[config.mk]
export PLATFORM = sky130hd
export DESIGN_NAME = erosion_lb_sched
export DESIGN_NICKNAME = d
export VERILOG_FILES = /design/src/rtl/erosion_pkg.sv /design/src/rtl/erosion_lb_cnt.sv /design/src/rtl/erosion_lb_sched.sv
export SDC_FILE = /design/constraint.sdc
export NUM_CORES = 1
export LEC_CHECK = 0
export BUFFER_PORTS_ARGS = -buffer_cell sky130_fd_sc_hd__buf_2
export CORE_ASPECT_RATIO = 0.5
export CORE_MARGIN = 2
export CORE_UTILIZATION = 33
export DETAILED_ROUTE_END_ITERATION = 12
export GPL_TIMING_DRIVEN = 0
export HOLD_SLACK_MARGIN = 0.05
export PLACE_DENSITY = 0.54
export SLEW_MARGIN = 20
export SYNTH_ARGS = -nofsm -noshare
export SYNTH_HDL_FRONTEND = slang
export SYNTH_SLANG_ARGS = --single-unit
[constraint.sdc]
create_clock -name clk -period 2.7 [get_ports clk]
set_input_delay 0.27 -clock clk [delete_from_list [all_inputs] [get_ports clk]]
set_output_delay 0.27 -clock clk [all_outputs]
set_load 0.05 [all_outputs]
[src/rtl/erosion_pkg.sv]
// ----------------------------------------------------------------------------
// erosion_pkg
// Shared definitions for the erosion line-buffer scheduler:
//   - state_t : scheduler state encoding (IDLE=0 .. DRAIN=4)
//   - DEF_IMG_WIDTH / DEF_IMG_HEIGHT : default frame geometry
//   - clog2   : ceiling log2 helper for sizing counters
// ----------------------------------------------------------------------------
package erosion_pkg;

   typedef enum logic [2:0] {
      IDLE  = 3'd0,
      ROW0  = 3'd1,
      ROW1  = 3'd2,
      RUN   = 3'd3,
      DRAIN = 3'd4
   } state_t;

   localparam int unsigned DEF_IMG_WIDTH  = 640;
   localparam int unsigned DEF_IMG_HEIGHT = 480;

   function automatic int unsigned clog2(input int unsigned v);
      int unsigned r;
      r = 0;
      for (int unsigned i = 0; i < 32; i++) begin
         if ((64'(1) << i) < 64'(v)) r = i + 1;
      end
      return r;
   endfunction

endpackage

[src/rtl/erosion_lb_cnt.sv]
// ----------------------------------------------------------------------------
// erosion_lb_cnt
// Column/row position counter for the line-buffer scheduler.
// Ports:
//   clk, rst          clock, async active-high reset
//   clr               synchronous clear of both counters
//   inc               advance column by one (wraps at IMG_WIDTH-1, bumping row)
//   col_cnt, row_cnt  current column / row
//   last_col          col_cnt == IMG_WIDTH-1
//   last_row          row_cnt == IMG_HEIGHT-1
// ----------------------------------------------------------------------------
module erosion_lb_cnt
   import erosion_pkg::*;
#(
   parameter int unsigned IMG_WIDTH  = DEF_IMG_WIDTH,
   parameter int unsigned IMG_HEIGHT = DEF_IMG_HEIGHT,
   parameter int unsigned COL_W      = 11,
   parameter int unsigned ROW_W      = 10
) (
   input  logic             clk,
   input  logic             rst,
   input  logic             clr,
   input  logic             inc,
   output logic [COL_W-1:0] col_cnt,
   output logic [ROW_W-1:0] row_cnt,
   output logic             last_col,
   output logic             last_row
);

   assign last_col = (col_cnt == COL_W'(IMG_WIDTH - 1));
   assign last_row = (row_cnt == ROW_W'(IMG_HEIGHT - 1));

   always_ff @(posedge clk or posedge rst) begin
      if (rst) begin
         col_cnt <= '0;
         row_cnt <= '0;
      end else if (clr) begin
         col_cnt <= '0;
         row_cnt <= '0;
      end else if (inc) begin
         if (last_col) begin
            col_cnt <= '0;
            // Row wraps too so the drain phase (which keeps counting columns)
            // can never overflow the row register.
            row_cnt <= last_row ? '0 : row_cnt + ROW_W'(1);
         end else begin
            col_cnt <= col_cnt + COL_W'(1);
         end
      end
   end

endmodule

[src/rtl/erosion_lb_sched.sv]
// ----------------------------------------------------------------------------
// erosion_lb_sched
// Schedules writes/reads of the two binary line-buffer FIFOs feeding the 3x3
// erosion kernel, producing one aligned column {row-2, row-1, row} per pixel
// from the third line on. Both FIFOs are drained at end of frame.
// Ports:
//   clk, rst                      clock, async active-high reset
//   frame_start                   start pulse (accepted in IDLE only)
//   pix_vld, pix_bin              incoming binary pixel
//   lb0_* / lb1_*                 FIFO0 (previous line) / FIFO1 (line before)
//                                 write, read, data and flag ports
//   win_vld, win_col              column vector out, bit 2 = oldest row
//   win_col_idx, win_row_idx      column and center row of win_col
//   win_hborder                   column is first or last of the line
//   busy                          scheduler not idle
//   err_sync, err_ovf, err_udf    sticky protocol / overflow / underflow errors
// ----------------------------------------------------------------------------
module erosion_lb_sched
   import erosion_pkg::*;
#(
   parameter int unsigned IMG_WIDTH  = DEF_IMG_WIDTH,
   parameter int unsigned IMG_HEIGHT = DEF_IMG_HEIGHT,
   parameter int unsigned COL_W      = 11,
   parameter int unsigned ROW_W      = 10
) (
   input  logic             clk,
   input  logic             rst,
   input  logic             frame_start,
   input  logic             pix_vld,
   input  logic             pix_bin,
   output logic             lb0_w_en,
   output logic             lb0_wdata,
   output logic             lb0_r_en,
   input  logic             lb0_rdata,
   input  logic             lb0_wfull,
   input  logic             lb0_rempty,
   output logic             lb1_w_en,
   output logic             lb1_wdata,
   output logic             lb1_r_en,
   input  logic             lb1_rdata,
   input  logic             lb1_wfull,
   input  logic             lb1_rempty,
   output logic             win_vld,
   output logic [2:0]       win_col,
   output logic [COL_W-1:0] win_col_idx,
   output logic [ROW_W-1:0] win_row_idx,
   output logic             win_hborder,
   output logic             busy,
   output logic             err_sync,
   output logic             err_ovf,
   output logic             err_udf
);

   state_t           state_q, state_d;
   logic             accept;
   logic             cnt_clr;
   logic             cnt_inc;
   logic [COL_W-1:0] col_cnt;
   logic [ROW_W-1:0] row_cnt;
   logic             last_col;
   logic             last_row;

   // Stage 1: pixel accepted last cycle; FIFO read data is valid now.
   logic             s1_vld;
   logic             s1_pix;
   logic [COL_W-1:0] s1_col;
   logic [ROW_W-1:0] s1_row;
   logic             s1_hb;
   logic             lb1_w_en_q;

   assign accept  = pix_vld && ((state_q == ROW0) || (state_q == ROW1) || (state_q == RUN));
   assign cnt_clr = frame_start && (state_q == IDLE);
   // DRAIN reuses the column counter to time its IMG_WIDTH read cycles.
   assign cnt_inc = accept || (state_q == DRAIN);
   assign busy    = (state_q != IDLE);

   erosion_lb_cnt #(
      .IMG_WIDTH  (IMG_WIDTH),
      .IMG_HEIGHT (IMG_HEIGHT),
      .COL_W      (COL_W),
      .ROW_W      (ROW_W)
   ) u_cnt (
      .clk      (clk),
      .rst      (rst),
      .clr      (cnt_clr),
      .inc      (cnt_inc),
      .col_cnt  (col_cnt),
      .row_cnt  (row_cnt),
      .last_col (last_col),
      .last_row (last_row)
   );

   always_ff @(posedge clk or posedge rst) begin
      if (rst) state_q <= IDLE;
      else     state_q <= state_d;
   end

   always_comb begin
      state_d   = state_q;
      lb0_w_en  = 1'b0;
      lb0_wdata = 1'b0;
      lb0_r_en  = 1'b0;
      lb1_r_en  = 1'b0;
      case (state_q)
         IDLE: begin
            if (frame_start) state_d = ROW0;
         end
         ROW0: begin
            if (pix_vld) begin
               lb0_w_en  = 1'b1;
               lb0_wdata = pix_bin;
               if (last_col) state_d = ROW1;
            end
         end
         ROW1: begin
            if (pix_vld) begin
               lb0_w_en  = 1'b1;
               lb0_wdata = pix_bin;
               lb0_r_en  = 1'b1;
               if (last_col) state_d = RUN;
            end
         end
         RUN: begin
            if (pix_vld) begin
               lb0_w_en  = 1'b1;
               lb0_wdata = pix_bin;
               lb0_r_en  = 1'b1;
               lb1_r_en  = 1'b1;
               if (last_col && last_row) state_d = DRAIN;
            end
         end
         DRAIN: begin
            lb0_r_en = 1'b1;
            lb1_r_en = 1'b1;
            if (last_col) state_d = IDLE;
         end
         default: state_d = IDLE;
      endcase
   end

   // The enable is registered; the data is the FIFO0 read word that becomes
   // valid in that same cycle, so it is passed straight through (gated to 0
   // while idle) rather than registered a second time.
   assign lb1_w_en  = lb1_w_en_q;
   assign lb1_wdata = lb1_w_en_q ? lb0_rdata : 1'b0;

   always_ff @(posedge clk or posedge rst) begin
      if (rst) begin
         lb1_w_en_q <= 1'b0;
         s1_vld     <= 1'b0;
         s1_pix     <= 1'b0;
         s1_col     <= '0;
         s1_row     <= '0;
         s1_hb      <= 1'b0;
      end else begin
         lb1_w_en_q <= accept && ((state_q == ROW1) || (state_q == RUN));
         s1_vld     <= accept && (state_q == RUN);
         if (accept && (state_q == RUN)) begin
            s1_pix <= pix_bin;
            s1_col <= col_cnt;
            s1_row <= row_cnt - ROW_W'(1);
            s1_hb  <= (col_cnt == '0) || last_col;
         end
      end
   end

   always_ff @(posedge clk or posedge rst) begin
      if (rst) begin
         win_vld     <= 1'b0;
         win_col     <= '0;
         win_col_idx <= '0;
         win_row_idx <= '0;
         win_hborder <= 1'b0;
      end else begin
         win_vld <= s1_vld;
         if (s1_vld) begin
            win_col     <= {lb1_rdata, lb0_rdata, s1_pix};
            win_col_idx <= s1_col;
            win_row_idx <= s1_row;
            win_hborder <= s1_hb;
         end
      end
   end

   always_ff @(posedge clk or posedge rst) begin
      if (rst) begin
         err_sync <= 1'b0;
         err_ovf  <= 1'b0;
         err_udf  <= 1'b0;
      end else begin
         if ((frame_start && (state_q != IDLE)) ||
             (pix_vld && ((state_q == IDLE) || (state_q == DRAIN))))
            err_sync <= 1'b1;
         if ((lb0_w_en && lb0_wfull) || (lb1_w_en && lb1_wfull))
            err_ovf <= 1'b1;
         if ((lb0_r_en && lb0_rempty) || (lb1_r_en && lb1_rempty))
            err_udf <= 1'b1;
      end
   end

endmodule

==> results.yml, run 1 <==
layout:
  fin_util_pct: 40.76
  final_area_um2: 4448
  drive_above_1_share_pct: 29.34
  instances_no_fill: 537
  finalNetCount: 402
  area_delta_synth_final_pct: 21.41
  n_antenna_cell: 0
grt:
  grtUsageTotal_pct: 14.79
  antenna_found_initial: 0
  grt-ovfl-total: 0
  grt_pass1_wl_um: 14030
  grt_pass1_vias: 2703
  grt_max_degree: 43
die:
  die_w_um: 153.0
  die_area_um2: 12010
  initial_utilization_pct: 33.57
  io-pin-count: 47
  rows: 27
  core_area_um2: 10910
  fp.dieH_um: 78.51
yosys:
  synth.most_common_cell: "dfrtp_1"
  synth_common_cells: "dfrtp_1 (78), nand2_1 (32), mux2_2 (29)"
  netlist_area_um2: 3664
  ys_types: 61
  yosys.area.top_type: "dfrtp_1"
  synth_edf_count: 0
  yosysWarningCount: 0
  synthArstFlopShare_pct: 100.0
  synthFlopType: "dfrtp_1"
  ys_ff_latch: 78
  postSynthCellCount: 328
  synth_nets: 343
  synth_area_leaders: "dfrtp_1 (53%), mux2_2 (8.9%), nand2_1 (3.3%)"
  seq_area_frac_synth_pct: 53.28
  synth_top_area_share_pct: 53.28
  synth.avg_cell_area_um2: 11.17
sta:
  timing.setup.tns_ns: 0
  max_freq_ghz: 0.3869
  post-route-period-util_pct: 95.74
  period_minus_slack_ns: 2.585
  finalMaxSlewViolations: 0
  rsz0062_at_grt: "no"
  final-hold-violation-count: 0
  hold_slack_ns: 0.1636
  worstMarginPinSlew_ns: 0.6461
  skew_ns: 0.004972
  slew_headroom_pct: 56.82
  finalSetupViolCount: 0
setup_path:
  max_stage_delay_ns: 0.52
  crit_buf_inv: 2
  cp-end-kind: "output pin"
  cp-start-kind: "register"
  cp.required_ns: 2.43
  crit_chain: "and2b_1 -> nand3_1 -> clkbuf_1 -> nand2_1 -> buf_2"
  crit_type: "register to output pin"
  cp_slowest_cell: "dfrtp_1"
  crit_arrival_ns: 2.31
  crit_fanout: 10
  crit_family: "buffers and inverters"
  r2r-start: "u_cnt.col_cnt[0]"
  critPathLaunch: "state_q[2]"
placement:
  placed_area_um2: 4105
  gp_congestion: 0.8270
  hpwl_um: 5931
  dp_cells: 520
  port_buffers: 46
clocking:
  cts-root-buf: "clkbuf_16"
  tritoncts: "done"
  cts_max_level: 3
  clkTransAtPathRegs_ns: 0.06
  cts_buffers: 9
  clkLatencyLatePin_ns: 0.33
  post_cts_resize_count: 0
  cts_setup_buffers: 0
  cts_buffer_depth: 2
  clock-sinks: 78
detailed_routing:
  drtPass1Iterations: 4
  vias: 2724
  wl_per_cell_um: 15.46
  antenna_left: 0
  wirelength_um: 8301
  drc: 0
  drtIter0Drc: 135
  viasPerCell: 5.073
job:
  drv_cap: 0
power_and_ir_drop:
  p_leak_nw: 2.083
  vdd_ir_drop_max_mv: 0.4170
  power_density_nw_per_um2: 751.3
min_path:
  hold_path_class: "input port to register"
  hp-start: "lb1_wfull"
status:
  status: "finished, final reports clean"
[area by class of cell]
cell class	count	area, µm²
Sequential cell	78	1952
Clock inverter	6	93.84
Inverter	12	47.55
Timing Repair Buffer	48	267.8
Clock buffer	10	239.0
Multi-Input combinational cell	219	1569
Fill cell	1064	6464
Buffer	19	97.59
Tap cell	145	181.4
[power by group]
part	leakage (nW)	internal, W	switching, W
clock	0.159	0.000841	0.000493
combinational	0.880	0.000223	0.000436
sequential	1.04	0.00125	0.000103
[per-stage QoR]
stage               power (W)  setup WS, ns
floorplan            0.001828        0.3219
global placement     0.002009       -0.6116
detailed placement   0.002019        0.5153
CTS                  0.003359        0.1415
global route         0.003509      0.005529
finish               0.003342        0.1151
[worst paths after layout]
| path | endpoint | slack (ns) | cells past startpoint |
|---|---|---|---|
| max in group asynchronous | u_cnt.row_cnt[8] | 1.61 | 4 |
| worst max register to register | u_cnt.row_cnt[6] | 0.66 | 5 |
| worst max-delay path | lb1_r_en | 0.12 | 5 |
| worst min-delay path | err_ovf | 0.16 | 2 |
| worst min register to register | win_vld | 0.37 | 0 |
| min in group asynchronous | win_col[2] | 0.51 | 3 |
[logic make-up after synthesis]
group / count (synthesis) / synth area share [%]
flops: 78 / 53.28
simple gates: 105 / 16.15
compound gates: 65 / 12.19
mux: 36 / 10.96
xor+xnor: 9 / 2.151
buf+inv: 31 / 3.894
fa+ha+maj: 4 / 1.366
[layout by cell type, fill, tap and decap left out, types with 3 or more instances in the layout]
cell type | synthesis | final
inv_1 | 12 | 11
mux2_1 | 4 | 4
o31ai_1 | 5 | 5
nor2_1 | 6 | 6
a31oi_1 | 4 | 4
clkbuf_16 | 0 | 9
dfrtp_1 | 78 | 78
and2_1 | 4 | 4
clkbuf_1 | 7 | 7
mux2i_1 | 3 | 3
nand4_1 | 7 | 7
nand3_1 | 12 | 12
ha_1 | 4 | 4
xnor2_1 | 5 | 5
mux2_2 | 29 | 29
or3_1 | 4 | 4
nand2b_1 | 7 | 7
or2_2 | 3 | 3
xor2_1 | 4 | 4
buf_2 | 6 | 52
nor3_1 | 6 | 6
and4_1 | 4 | 4
a21oi_1 | 8 | 8
nand2_1 | 32 | 32
o21ai_1 | 3 | 3
o21ai_0 | 23 | 23
buf_1 | 3 | 3
[sequential cells by signal, summed over array words and instances, names as in the netlist, 3 cells and up]
register	flops
win_row_idx	10
win_col	3
s1_row	10
s1_col	11
u_cnt.row_cnt	10
state_q	3
u_cnt.col_cnt	11
win_col_idx	11
[per-layer routing]
| metal | global-route usage (%) | share of wire, % |
|---|---|---|
| met5 | 0 | 0 |
| met4 | 3.426 | 0.87 |
| met3 | 4.197 | 3.9 |
| met2 | 20.85 | 41 |
| met1 | 22.21 | 55 |
[timing repair]
item	in CTS	in global routing
hold buffers	1	0
endpoints found under the setup margin	0	0
hold endpoints to repair	36	0
(Power assumes the default switching activity.)
==> run 2, diff against run 1 <==
==> constraint.sdc (replaced) <==
create_clock -name clk -period 2.7 [get_ports clk]
set_input_delay 0.54 -clock clk [delete_from_list [all_inputs] [get_ports clk]]
set_output_delay 0.54 -clock clk [all_outputs]
set_load 0.05 [all_outputs]
==> run 2 against run 1 <==
Clock skew grew 0.0012 ns; register-to-register slack about the same; maximum frequency up 0.29%; design area shrank 0.17%; global-route usage is essentially flat; largest cell class unchanged; highest routed layer unchanged.
==> results.yml, run 2 (synthesized netlist as in run 1, its figures left out) <==
detailed_routing:
  drtIter0Drc: 134
  viasPerCell: 5.050
  drtPass1Iterations: 4
  wirelength_um: 8294
  drc: 0
  wl_per_cell_um: 15.47
  vias: 2707
  antenna_left: 0
placement:
  gp_congestion: 0.8270
  hpwl_um: 5931
  dpl_worst_slack_ns: 0.1229
  port_buffers: 46
clocking:
  clkTransAtPathRegs_ns: 0.06
  clkLatencyLatePin_ns: 0.33
  tritoncts: "done"
  cts_max_level: 3
  cts_buffer_depth: 2
  cts-root-buf: "clkbuf_16"
  postCtsHoldBufs: 0
  cts_setup_buffers: 0
  cts_buffers: 9
  clock-sinks: 78
layout:
  final_cell_mix: "dfrtp_1 (78), buf_2 (53), nand2_1 (32), mux2_2 (29), o21ai_0 (23)"
  drive_above_1_share_pct: 29.92
  finalNetCount: 401
  n_antenna_cell: 0
  reg_top3: "s1_col (11), u_cnt.col_cnt (11), win_col_idx (11)"
  area_delta_synth_final_pct: 21.21
  layout_commonest_cell: "dfrtp_1"
setup_path:
  crit_fanout: 10
  cp-start-kind: "register"
  cp-end-kind: "output pin"
  crit_type: "register to output pin"
  cp.required_ns: 2.16
  crit_arrival_ns: 2.04
  reg2regPathDepth: 5
grt:
  grt_pass1_wl_um: 14010
  grt-ovfl-total: 0
  grt_max_degree: 43
  grt_pass1_vias: 2700
  grtUsageTotal_pct: 14.78
  antenna_found_initial: 0
sta:
  timing.setup.tns_ns: 0
  finalSetupViolCount: 0
  period_minus_slack_ns: 2.577
  final-hold-violation-count: 0
  finalMaxSlewViolations: 0
  max_freq_ghz: 0.3880
  slew_headroom_pct: 57.14
  worstMarginPinSlew_ns: 0.6412
  timing.final.ws_setup_ns: 0.1225
  rsz0062_at_grt: "no"
  post-route-period-util_pct: 95.46
  skew_ns: 0.006204
power_and_ir_drop:
  p_clk_share_pct: 40.0
  seqPwrFrac_pct: 40.3
  power_density_nw_per_um2: 752.7
  power.switching_w: 0.001033
  vdd_ir_drop_max_mv: 0.4165
  p_leak_nw: 2.079
  power.internal_w: 0.002310
  p_comb_share_pct: 19.7
  swShare_pct: 30.90
job:
  drv_cap: 0
die:
  fp.dieH_um: 78.51
  core_area_um2: 10910
  io-pin-count: 47
  die_area_um2: 12010
  die_w_um: 153.0
  initial_utilization_pct: 33.57
  rows: 27
min_path:
  hold_path_class: "input port to asynchronous set/reset pin"
status:
  status: "finished, final reports clean"
## run 2: power by group through the flow
stage                     sequential (W)  clock [W]  combinational [W]
after detailed placement         0.00136          0           0.000655
final                            0.00135    0.00134           0.000657
after CTS                        0.00134    0.00136           0.000657
after global placement           0.00137          0           0.000643
after global routing             0.00136    0.00142           0.000727
after floorplan                  0.00134          0           0.000493
## run 2: critical path, cell delays in order (launching register included)
cell and delay [ns]:
dfrtp_1 0.47, and2b_2 0.35, nand3_1 0.23, buf_2 0.29, nand2_1 0.10, buf_2 0.26
## run 2: area by class of cell
type	count	area (µm²)
Clock buffer	10	239.0
Buffer	19	98.84
Sequential cell	78	1952
Inverter	12	47.55
Tap cell	145	181.4
Clock inverter	6	93.84
Timing Repair Buffer	47	257.7
Multi-Input combinational cell	219	1570
Fill cell	1065	6471
## run 2: timing repair
action,4_1_cts,5_1_grt
cloned,0,0
resized for setup,2,1
setup endpoints to repair,1,1
## run 2: through the flow
stage / hold WS, ns / cells / cell area [µm²] / power, W / util (%)
3_3_place_gp: 0.3574 / 519 / 4075 / 0.002009 / 37.35
2_1_floorplan: 0.3519 / 328 / 3664 / 0.001828 / -
6_report: 0.2296 / 536 / 4441 / 0.003342 / 40.69
4_1_cts: 0.2501 / 536 / 4441 / 0.003359 / 40.69
3_5_place_dp: 0.3600 / 520 / 4105 / 0.002019 / 37.62
5_1_grt: 0.2643 / 536 / 4441 / 0.003509 / 40.69
## run 2: final timing paths
| path | slack [ns] | to | startpoint |
|---|---|---|---|
| max in group asynchronous | 1.89 | win_col[0] | rst |
| worst max-delay path | 0.12 | lb1_r_en | state_q[2] |
| min in group clk | 0.37 | win_vld | s1_vld |
| worst min-delay path | 0.23 | win_col[2] | rst |
| worst max register to register | 0.67 | u_cnt.row_cnt[6] | u_cnt.col_cnt[0] |
| worst min register to register | 0.37 | win_vld | s1_vld |
## run 2: metal layers
metal	part of all wire, %	track usage, %
met1	55	22.21
met2	40	20.81
met3	3.8	4.197
met4	0.87	3.426
met5	0	0
